===== config.mk =====
export PLATFORM = sky130hd
export DESIGN_NAME = uart_rx_fifo
export DESIGN_NICKNAME = d
export VERILOG_FILES = /design/src/rtl/uart_rx_fifo.sv
export SDC_FILE = /design/constraint.sdc
export NUM_CORES = 1
export LEC_CHECK = 0
export BUFFER_PORTS_ARGS = -buffer_cell sky130_fd_sc_hd__buf_2
export CORE_UTILIZATION = 60
export DETAILED_ROUTE_END_ITERATION = 6
export PLACE_DENSITY = 0.88
export SLEW_MARGIN = 0
export SYNTH_ARGS = -nofsm -noshare
export SYNTH_HDL_FRONTEND = slang
export SYNTH_SLANG_ARGS = --single-unit

===== constraint.sdc =====
create_clock -name clk100 -period 3.1 [get_ports clk100]
set_clock_uncertainty 0.15 [all_clocks]
set_input_delay 0.31 -clock clk100 [delete_from_list [all_inputs] [get_ports clk100]]
set_output_delay 0.31 -clock clk100 [all_outputs]
set_load 0.01 [all_outputs]

===== src/rtl/uart_rx_fifo.sv =====
// uart_rx_fifo: oversampled 8N1 UART receiver feeding a first-word-fall-through
// byte FIFO. Start-bit glitches are rejected, a low stop bit raises frame_err
// once per break, and a completed byte that finds the FIFO full raises overrun.
module uart_rx_fifo #(
    parameter int CLK_HZ = 100_000_000,
    parameter int BAUD   = 115200,
    parameter int DEPTH  = 16
) (
    input  logic                       clk100,
    input  logic                       reset,
    input  logic                       rxd,
    output logic [7:0]                 m_data,
    output logic                       m_valid,
    input  logic                       m_ready,
    output logic [$clog2(DEPTH+1)-1:0] count,
    output logic                       frame_err,
    output logic                       overrun
);

    localparam int CLKS_PER_BIT = CLK_HZ / BAUD;
    localparam int HALF_BIT     = CLKS_PER_BIT / 2;
    localparam int TW           = $clog2(CLKS_PER_BIT + 1);
    localparam int AW           = $clog2(DEPTH);
    localparam int CW           = $clog2(DEPTH + 1);

    // Timer counts down to zero; the reload is one less than the wait length
    // so the sample lands exactly HALF_BIT / CLKS_PER_BIT cycles after loading.
    localparam logic [TW-1:0] FULL_RELOAD = TW'(CLKS_PER_BIT - 1);
    localparam logic [TW-1:0] HALF_RELOAD = TW'(HALF_BIT - 1);
    localparam logic [CW-1:0] DEPTH_CNT   = CW'(DEPTH);

    typedef enum logic [2:0] {
        IDLE  = 3'd0,
        START = 3'd1,
        DATA  = 3'd2,
        STOP  = 3'd3,
        BREAK = 3'd4
    } state_t;

    // Pointer advance; the extra MSB distinguishes full from empty.
    function automatic logic [AW:0] ptr_next(input logic [AW:0] ptr);
        ptr_next = ptr + {{AW{1'b0}}, 1'b1};
    endfunction

    logic          rx_meta_r;
    logic          rxs_r;
    state_t        state_r;
    logic [TW-1:0] timer_r;
    logic [2:0]    bit_idx_r;
    logic [7:0]    shift_r;
    logic          frame_err_r;
    logic          overrun_r;
    logic [7:0]    mem_r [DEPTH];
    logic [AW:0]   wr_ptr_r;
    logic [AW:0]   rd_ptr_r;
    logic [CW-1:0] count_r;

    logic          tick_s;
    logic          push_s;
    logic          pop_s;
    logic          full_s;
    logic          wr_ok_s;

    assign tick_s  = (timer_r == {TW{1'b0}});
    // A push request is raised on the stop-bit sample cycle with a high line.
    assign push_s  = (state_r == STOP) && tick_s && rxs_r;
    assign m_valid = (count_r != {CW{1'b0}});
    assign pop_s   = m_valid && m_ready;
    assign full_s  = (count_r == DEPTH_CNT);
    // A pop in the same cycle frees the slot the incoming byte needs.
    assign wr_ok_s = push_s && (!full_s || pop_s);

    assign m_data    = mem_r[rd_ptr_r[AW-1:0]];
    assign count     = count_r;
    assign frame_err = frame_err_r;
    assign overrun   = overrun_r;

    // Two-flop synchroniser on the raw serial line; idles high.
    always_ff @(posedge clk100 or posedge reset) begin
        if (reset) begin
            rx_meta_r <= 1'b1;
            rxs_r     <= 1'b1;
        end else begin
            rx_meta_r <= rxd;
            rxs_r     <= rx_meta_r;
        end
    end

    // Receive state machine: start validation, data sampling, stop check, break wait.
    always_ff @(posedge clk100 or posedge reset) begin
        if (reset) begin
            state_r     <= IDLE;
            timer_r     <= {TW{1'b0}};
            bit_idx_r   <= 3'd0;
            shift_r     <= 8'd0;
            frame_err_r <= 1'b0;
        end else begin
            frame_err_r <= 1'b0;
            case (state_r)
                IDLE: begin
                    if (!rxs_r) begin
                        timer_r <= HALF_RELOAD;
                        state_r <= START;
                    end
                end
                START: begin
                    if (tick_s) begin
                        if (!rxs_r) begin
                            state_r   <= DATA;
                            bit_idx_r <= 3'd0;
                            timer_r   <= FULL_RELOAD;
                        end else begin
                            // Line went back high before mid-bit: a glitch.
                            state_r <= IDLE;
                        end
                    end else begin
                        timer_r <= timer_r - TW'(1);
                    end
                end
                DATA: begin
                    if (tick_s) begin
                        shift_r[bit_idx_r] <= rxs_r;
                        timer_r            <= FULL_RELOAD;
                        if (bit_idx_r == 3'd7) begin
                            state_r <= STOP;
                        end else begin
                            bit_idx_r <= bit_idx_r + 3'd1;
                        end
                    end else begin
                        timer_r <= timer_r - TW'(1);
                    end
                end
                STOP: begin
                    if (tick_s) begin
                        if (rxs_r) begin
                            state_r <= IDLE;
                        end else begin
                            frame_err_r <= 1'b1;
                            state_r     <= BREAK;
                        end
                    end else begin
                        timer_r <= timer_r - TW'(1);
                    end
                end
                BREAK: begin
                    // Held-low line: wait for idle so only one error is reported.
                    if (rxs_r) begin
                        state_r <= IDLE;
                    end
                end
                default: begin
                    state_r <= IDLE;
                end
            endcase
        end
    end

    // FIFO pointers, occupancy and the overrun pulse.
    always_ff @(posedge clk100 or posedge reset) begin
        if (reset) begin
            wr_ptr_r  <= {(AW+1){1'b0}};
            rd_ptr_r  <= {(AW+1){1'b0}};
            count_r   <= {CW{1'b0}};
            overrun_r <= 1'b0;
        end else begin
            overrun_r <= push_s && full_s && !pop_s;
            if (wr_ok_s) begin
                wr_ptr_r <= ptr_next(wr_ptr_r);
            end
            if (pop_s) begin
                rd_ptr_r <= ptr_next(rd_ptr_r);
            end
            case ({wr_ok_s, pop_s})
                2'b10:   count_r <= count_r + CW'(1);
                2'b01:   count_r <= count_r - CW'(1);
                default: count_r <= count_r;
            endcase
        end
    end

    // FIFO storage; contents need no reset since occupancy gates visibility.
    always_ff @(posedge clk100) begin
        if (wr_ok_s) begin
            mem_r[wr_ptr_r[AW-1:0]] <= shift_r;
        end
    end

endmodule


Yosys cells after proc, flatten, opt, wreduce, memory -nomap -nowiden:

Memories as Yosys holds them, arrays and structs flattened.
Cells that the tools add are included.

* register bits: 43
* RAM bits: 128
* bits of input ports: 4
* output and inout port bits: 16
* word-level logic and storage cells: 87
* memories: 1

Memory list
* mem_r: words 16, width 8, read ports 1, clocked after memory_dff 0, wr ports 1, line 53 `logic [7:0] mem_r [DEPTH];`

* add/subtract/negate cells: 6
* magnitude comparators: 2
* equal/unequal tests: 18
* mux-type cells: 29
* reductions and logical operators: 20

Operators with widths (number)
* two-way mux 10 bit: 5
* case mux 10 bit (4 select lines): 1
* two-way mux 3 bit: 11
* != test 2 bit (second input constant): 9
* adder 5 x 1 -> 5 bit (second input constant): 3
* case mux 3 bit (5 select lines): 1
* zero test 10 bit: 1
* case mux 5 bit (2 select lines): 1
* subtractor 10 x 1 -> 10 bit (second input constant): 1
* bitwise mux 8 bit: 1
* logical AND 1 bit: 7
* == test 3 x 2 -> 1 bit (second input constant): 2
* == test 3 bit (second input constant): 2
* two-way mux 1 bit: 6
* case mux 3 bit (2 select lines): 1
* AND reduction 6 bit: 1
* == test 5 bit (second input constant): 1
* AND reduction 5 bit: 1
* nonzero test 5 bit: 1
* subtractor 5 x 1 -> 5 bit (second input constant): 1
* less-than comparator 3 x 4 -> 1 bit (second input constant): 1
* AND reduction 4 bit: 1
* nonzero test 2 bit: 2
* nonzero test 4 bit: 1
* other kinds (12): 13

Depth between registers and ports, before layout:

Gate-level depths: netlist of the first run.

* depth after elaboration: 6
* mapped depth: 12
* depth with buffers taken out: 12

Least setup slack after synthesis of the first run:

No wires, ideal clock.

* path kind: reg2reg
* start: register timer_r[4]
* end: memory mem_r[3][0] (enable)
* setup time: 0.383 ns
* data arrival time: 2.210 ns
* required time: 2.567 ns
* path slack: 0.357 ns
* stages on the path, launching flop included: 6
* path buffers: 0
* period minus slack after synthesis: 2.743 ns
* path through: dfrtp_1 -> nor4_1 -> nand3_1 -> nor3_2 -> nand2_1 -> nor3_1

* longest elaborated chain between the ends: 6

Ends and longest elaborated chain
* start: declaration: line 48 `logic [TW-1:0] timer_r;`
* start signal: assignment: line 93 `timer_r <= {TW{1'b0}};`
* start signal: assignment: line 117 `timer_r <= timer_r - TW'(1);`
* start signal: assignment: line 130 `timer_r <= timer_r - TW'(1);`
* zero test 10 bit: line 64 `assign tick_s = (timer_r == {TW{1'b0}});`
* logical AND 1 bit (2 in a row): line 66 `assign push_s = (state_r == STOP) && tick_s && rxs_r;`
* logical AND 1 bit: line 71 `assign wr_ok_s = push_s && (!full_s || pop_s);`
* two-way mux 1 bit: line 183 `if (wr_ok_s) begin`
* two-way mux 1 bit (implied by the code): line 184 `mem_r[wr_ptr_r[AW-1:0]] <= shift_r;`
* end: declaration: line 53

Every way passes these cells.

Final worst setup path of the first run:

* start: register timer_r[4]
* end: memory mem_r[1][6] (enable)

The elaborated chain is that of the path after synthesis.

==> impl_metrics.env, run 1 <==
export IMPL_status="completed"
export IMPL_synth_seq_cells=169
export IMPL_nFillCells=643
export IMPL_place_gp_congestion=0.846
export IMPL_hold_viol_final=0
export IMPL_first_pass_iters=6
export IMPL_tightest_slew_ns=0.718
export IMPL_regArea_um2=4870
export IMPL_fin_area_um2=8090
export IMPL_critPathTopFamily="simple AND/OR/NAND/NOR gates"
export IMPL_num_vias=4000
export IMPL_finalCritPeriodShare=0.933
export IMPL_yosysWarnings=0
export IMPL_coreArea_um2=11500
export IMPL_numCtsBuffers=17
export IMPL_cp_depth=6
export IMPL_area_growth_syn_to_layout_pct=13.8
export IMPL_critical_path_class="reg -> reg"
export IMPL_async_flop_share=0.243
export IMPL_powerDensity_nw_per_um2=661
export IMPL_drt_iter0_drc=625
export IMPL_critPathBufInv=1
export IMPL_cap_viol_max_count=0
export IMPL_fp_dieW_um=111
export IMPL_antenna_found_initial=0
export IMPL_track_usage=0.269
export IMPL_cts_root_buffer="clkbuf_16"
export IMPL_die_area_um2=12300
export IMPL_io_pins=20
export IMPL_netlist_instances=416
export IMPL_first_global_vias=4124
export IMPL_finalSetupViolations=0
export IMPL_cts_path_max_buffers=2
export IMPL_initial_utilization=0.620
export IMPL_clk_pin_slew_ns=0.06
export IMPL_multiInputGateArea_um2=2120
export IMPL_cts_sinks=169
export IMPL_grt_first_pass_wirelength_um=23700
export IMPL_drtAntennaViolNets=0
export IMPL_worstPathRequired_ns=3.06
export IMPL_core_rowCount=39
export IMPL_hp_class="in -> reg"
export IMPL_yosysSeqAreaShare=0.685
export IMPL_drc=0
export IMPL_cp_slowest_stage_delay_ns=0.49
export IMPL_netlist_area_um2=7110
export IMPL_ff2ff_path_depth=6
export IMPL_drv_slew=0
export IMPL_clk_latency_ns=0.42
export IMPL_maxSlewHeadroom=0.521
export IMPL_placed_area_um2=7510
export IMPL_synth_nets=433
export IMPL_critPathMaxFanout=8
export IMPL_grt_max_degree=42
export IMPL_hpwlAfterDp_um=9160
export IMPL_drive_gt1_frac=0.285
export IMPL_tns_ns=0
export IMPL_final_util=0.706
export IMPL_dieHeight_um=111
export IMPL_layout_common_cells="edfxtp_1 (128), mux4_2 (40), dfrtp_1 (38)"
export IMPL_grt_overflow=0
export IMPL_min_period_ns=2.89
export IMPL_nets=482
export IMPL_synth_edf_count=128
export IMPL_max_freq_mhz=346
export IMPL_crit_path_start_kind="flop"
export IMPL_io_buffers=19
export IMPL_synth_cell_types=54
export IMPL_hold_depth=3
export IMPL_insertedDiodeCount=0
export IMPL_cts_tree="built"
export IMPL_routedWlPerCell_um=24.4
export IMPL_routed_via_density=6.44
export IMPL_leakagePower_nw=3.30
export IMPL_cts_htree_levels=4
export IMPL_layout_commonest_cell="edfxtp_1"
export IMPL_wl_um=15200
export IMPL_ys_flop_type="edfxtp_1"
export IMPL_ir_drop_mv=0.472
export IMPL_avgSynthCellArea_um2=17.1
export IMPL_arrival_ns=2.86
export IMPL_rsz0062_at_grt="no"
export IMPL_crit_chain="nor4_1 > nand3_1 > nor3_4 > nand2_1 > nor3_1 > buf_4"
export IMPL_crit_path_top_delay_cell="nor4_1"
export IMPL_post_cts_setup_buffers=0
export IMPL_cp_end_kind="flop"
final timing paths:
check | from | slack, ns | endpoint
setup / recovery | timer_r[4]$_DFFE_PP0P_ | 0.21 | mem_r[1][6]$_DFFE_PP_
hold / removal | m_ready | 0.15 | rd_ptr_r[0]$_DFFE_PP0P_
setup reg to reg | timer_r[4]$_DFFE_PP0P_ | 0.21 | mem_r[1][6]$_DFFE_PP_
hold reg to reg | rx_meta_r$_DFF_PP1_ | 0.22 | rxs_r$_DFF_PP1_
max in group asynchronous | reset | 2.00 | rd_ptr_r[0]$_DFFE_PP0P_
min in group asynchronous | reset | 0.42 | rd_ptr_r[2]$_DFFE_PP0P_
Yosys cell counts (2+ instances only):
cell,number,area share
edfxtp_1,128,0.54
mux4_2,40,0.13
dfrtp_1,39,0.14
nor2_1,24,0.013
nand2_1,17,0.0090
inv_1,16,0.0084
a21oi_1,15,0.011
ha_1,12,0.021
mux2_2,11,0.017
nor3_1,11,0.0077
xnor2_1,10,0.012
clkbuf_1,9,0.0047
nand3_1,7,0.0049
buf_2,5,0.0035
mux2i_1,5,0.0070
and3_1,4,0.0035
nand4_1,4,0.0035
nor2b_1,4,0.0035
a21o_1,3,0.0032
buf_1,3,0.0016
nor4_1,3,0.0026
o21ai_0,3,0.0021
o22ai_1,3,0.0026
or3_1,3,0.0026
or4_1,3,0.0032
dfstp_2,2,0.0074
nand2b_1,2,0.0018
o21a_1,2,0.0021
o22a_1,2,0.0025
o31a_1,2,0.0025
power by group:
group	total [mW]	switching [mW]	internal [mW]
Combinational	0.768	0.388	0.380
Clock	1.98	0.865	1.11
Sequential	2.61	0.133	2.47
Total	5.35	1.39	3.97
per-stage QoR:
stage | hold slack [ns] | power [mW] | cells | worst slack, ns
final | 0.154 | 5.35 | 621 | 0.207
after global routing | 0.168 | 5.54 | 621 | 0.0195
after CTS | 0.125 | 5.37 | 621 | 0.190
after detailed placement | 0.206 | 3.42 | 587 | 0.262
after global placement | 0.196 | 3.38 | 587 | 0.383
after floorplan | 0.164 | 3.23 | 416 | 0.357
worst min-delay path, stage by stage:
cell and delay (ns):
buf_2 0.10, o21ai_1 0.12, xnor2_1 0.14
cell type report:
| cell class | instances | area share |
|---|---|---|
| Clock buffer | 19 | 0.0535 |
| Clock inverter | 13 | 0.0150 |
| Inverter | 16 | 0.00742 |
| Multi-Input combinational cell | 214 | 0.262 |
| Sequential cell | 169 | 0.602 |
| Tap cell | 143 | 0.0221 |
| Timing Repair Buffer | 47 | 0.0383 |
state kept, by name (all words and copies together), names as in the netlist, 3 cells and up:
name       flops
wr_ptr_r       4
shift_r        8
state_r        3
mem_r        128
count          5
bit_idx_r      3
rd_ptr_r       4
timer_r       10
timing repair:
action / in CTS / in global routing
hold buffers: 2 / 0
gates resized for setup: 0 / 1
hold endpoints to repair: 40 / 0
endpoints found under the setup margin: 0 / 40
per-layer routing:
layer  track usage  wire length, um
met5             0                0
met4         0.121              508
met3        0.0656             1350
met2         0.444             7730
met1         0.339             5590
cell families after synthesis:
family | Yosys count | synth area share
AO/OA/AOI/OAI | 44 | 0.0427
adder cells (fa/ha/maj) | 13 | 0.0239
multiplexers | 56 | 0.151
XOR/XNOR | 10 | 0.0123
buffers and inverters | 33 | 0.0183
AND/OR/NAND/NOR | 91 | 0.0667
flip-flops | 169 | 0.685
Power figures use the tool's default switching activity.
==> inputs of run 2 (changes only) <==
Settings changed: PLACE_DENSITY 0.88 to 0.83.
==> impl_metrics.env, run 2 (synthesis gave the netlist of run 1 again) <==
export IMPL_rsz0062_at_grt="no"
export IMPL_crit_chain="buf_12 > mux4_2 > mux4_2 > buf_2"
export IMPL_area_growth_syn_to_layout_pct=14.8
export IMPL_p_seq_frac=0.482
export IMPL_coreArea_um2=11500
export IMPL_grt_first_pass_wirelength_um=22200
export IMPL_r2r_end="count[4]$_DFFE_PP0P_"
export IMPL_track_usage=0.249
export IMPL_nets=483
export IMPL_status="completed"
export IMPL_io_buffers=19
export IMPL_grt_util_met2=0.412
export IMPL_first_global_vias=4073
export IMPL_cts_sinks=169
export IMPL_clk_latency_ns=0.43
export IMPL_drive_gt1_frac=0.286
export IMPL_clk_pin_slew_ns=0.06
export IMPL_final_util=0.712
export IMPL_cp_slowest_stage_delay_ns=0.65
export IMPL_cp_end_kind="output pin"
export IMPL_place_gp_congestion=0.885
export IMPL_dieHeight_um=111
export IMPL_tns_ns=0
export IMPL_crit_start="rd_ptr_r[0]$_DFFE_PP0P_"
export IMPL_drtAntennaViolNets=0
export IMPL_ir_drop_mv=0.488
export IMPL_worstPathRequired_ns=2.64
export IMPL_layout_common_cells="edfxtp_1 (128), mux4_2 (40), dfrtp_1 (38)"
export IMPL_hp_class="in -> reg"
export IMPL_leakagePower_nw=3.33
export IMPL_pwr_share_clk=0.382
export IMPL_ff2ff_path_depth=8
export IMPL_routedWlPerCell_um=22.4
export IMPL_finalSetupViolations=0
export IMPL_ff2ff_setup_slack_ns=0.29
export IMPL_cts_root_buffer="clkbuf_16"
export IMPL_core_rowCount=39
export IMPL_die_area_um2=12300
export IMPL_first_pass_iters=5
export IMPL_cts_tree="built"
export IMPL_hp_start="m_ready"
export IMPL_power_switching_mw=1.34
export IMPL_max_freq_mhz=333
export IMPL_reg2reg_from="timer_r[4]$_DFFE_PP0P_"
export IMPL_io_pins=20
export IMPL_wl_um=13900
export IMPL_hpwlAfterDp_um=9100
export IMPL_grt_overflow=0
export IMPL_tightest_slew_ns=0.941
export IMPL_powerDensity_nw_per_um2=673
export IMPL_num_vias=3913
export IMPL_worstSetupEndpoint="m_data[5]"
export IMPL_initial_utilization=0.620
export IMPL_post_cts_setup_buffers=0
export IMPL_numCtsBuffers=17
export IMPL_drc=0
export IMPL_cts_path_max_buffers=2
export IMPL_cts_htree_levels=4
export IMPL_crit_top_cell="mux4_2"
export IMPL_use_met1=0.318
export IMPL_placed_area_um2=7550
export IMPL_fp_dieW_um=111
export IMPL_arrival_ns=2.55
export IMPL_fin_area_um2=8160
export IMPL_antenna_found_initial=0
export IMPL_pwr_share_comb=0.136
export IMPL_crit_path_start_kind="flop"
export IMPL_use_met3=0.0574
export IMPL_grt_most_used_layer="met2"
export IMPL_min_period_ns=3.01
export IMPL_hold_viol_final=0
export IMPL_finalCritPeriodShare=0.969
export IMPL_largest_register_ffs=128
export IMPL_cap_viol_max_count=0
export IMPL_routed_via_density=6.29
export IMPL_drt_iter0_drc=428
export IMPL_critical_path_class="reg -> out"
export IMPL_critPathMaxFanout=14
export IMPL_maxSlewHeadroom=0.372
export IMPL_power_internal_mw=4.15
export IMPL_crit_path_top_delay_cell="dfrtp_2"
export IMPL_insertedDiodeCount=0
export IMPL_layout_commonest_cell="edfxtp_1"
export IMPL_drv_slew=0
export IMPL_grt_max_degree=25
export IMPL_sw_frac_of_total=0.244
run 2: cell types whose count changed in the layout (fill, tap and decap cells not counted), sizes merged:
cell    change
bufinv      +2
buf         +1
inv         -2
run 2: routing by layer:
| metal | part of all wire | vias to the layer above |
|---|---|---|
| li1 | - | 1742 |
| met1 | 0.39 | 1993 |
| met2 | 0.53 | 158 |
| met3 | 0.065 | 20 |
| met4 | 0.018 | 0 |
| met5 | 0 | - |
run 2: through the flow:
stage	hold slack, ns	std cells	total power [mW]	worst slack (ns)
final	0.152	622	5.49	0.0946
after global placement	0.198	588	3.43	0.392
after detailed placement	0.199	588	3.46	0.231
after floorplan	0.164	416	3.23	0.357
after CTS	0.117	622	5.52	0.0634
after global routing	0.153	622	5.69	0.00728
run 2: layout make-up:
cell class	instances	area (um^2)
well taps	143	179
flip-flops and latches	169	4870
clock inverters	13	153
multi-input cells	214	2120
clock buffers	19	433
repair buffers	48	343
inverters	16	60.1
fillers	651	3300
run 2: what timing repair did:
item | 4_1_cts | 5_1_grt
endpoints found under the hold margin | 22 | 0
hold buffers | 2 | 0
endpoints found under the setup margin | 0 | 64
gates resized for setup | 0 | 2
run 2: worst max-delay path: cells and delay by family (launching register included):
family | cells | cell delay (ns)
mux | 2 | 1.06
buf+inv | 2 | 0.39
flops | 1 | 0.65
run 2: how the worst min path moves through the flow:
stage	slack, ns	cells past startpoint	end
6_report	0.15	3	overrun$_DFF_PP0_
3_5_place_dp	0.20	0	rxs_r$_DFF_PP1_
3_3_place_gp	0.20	0	rxs_r$_DFF_PP1_
5_1_grt	0.15	3	overrun$_DFF_PP0_
4_1_cts	0.12	3	overrun$_DFF_PP0_
2_1_floorplan	0.16	0	rx_meta_r$_DFF_PP1_
run 2: power groups by stage:
stage | Clock (mW) | Sequential, mW | Combinational (mW)
2_1_floorplan | 0 | 2.58 | 0.650
4_1_cts | 2.11 | 2.65 | 0.760
5_1_grt | 2.21 | 2.66 | 0.816
6_report | 2.10 | 2.65 | 0.748
3_3_place_gp | 0 | 2.69 | 0.746
3_5_place_dp | 0 | 2.70 | 0.760
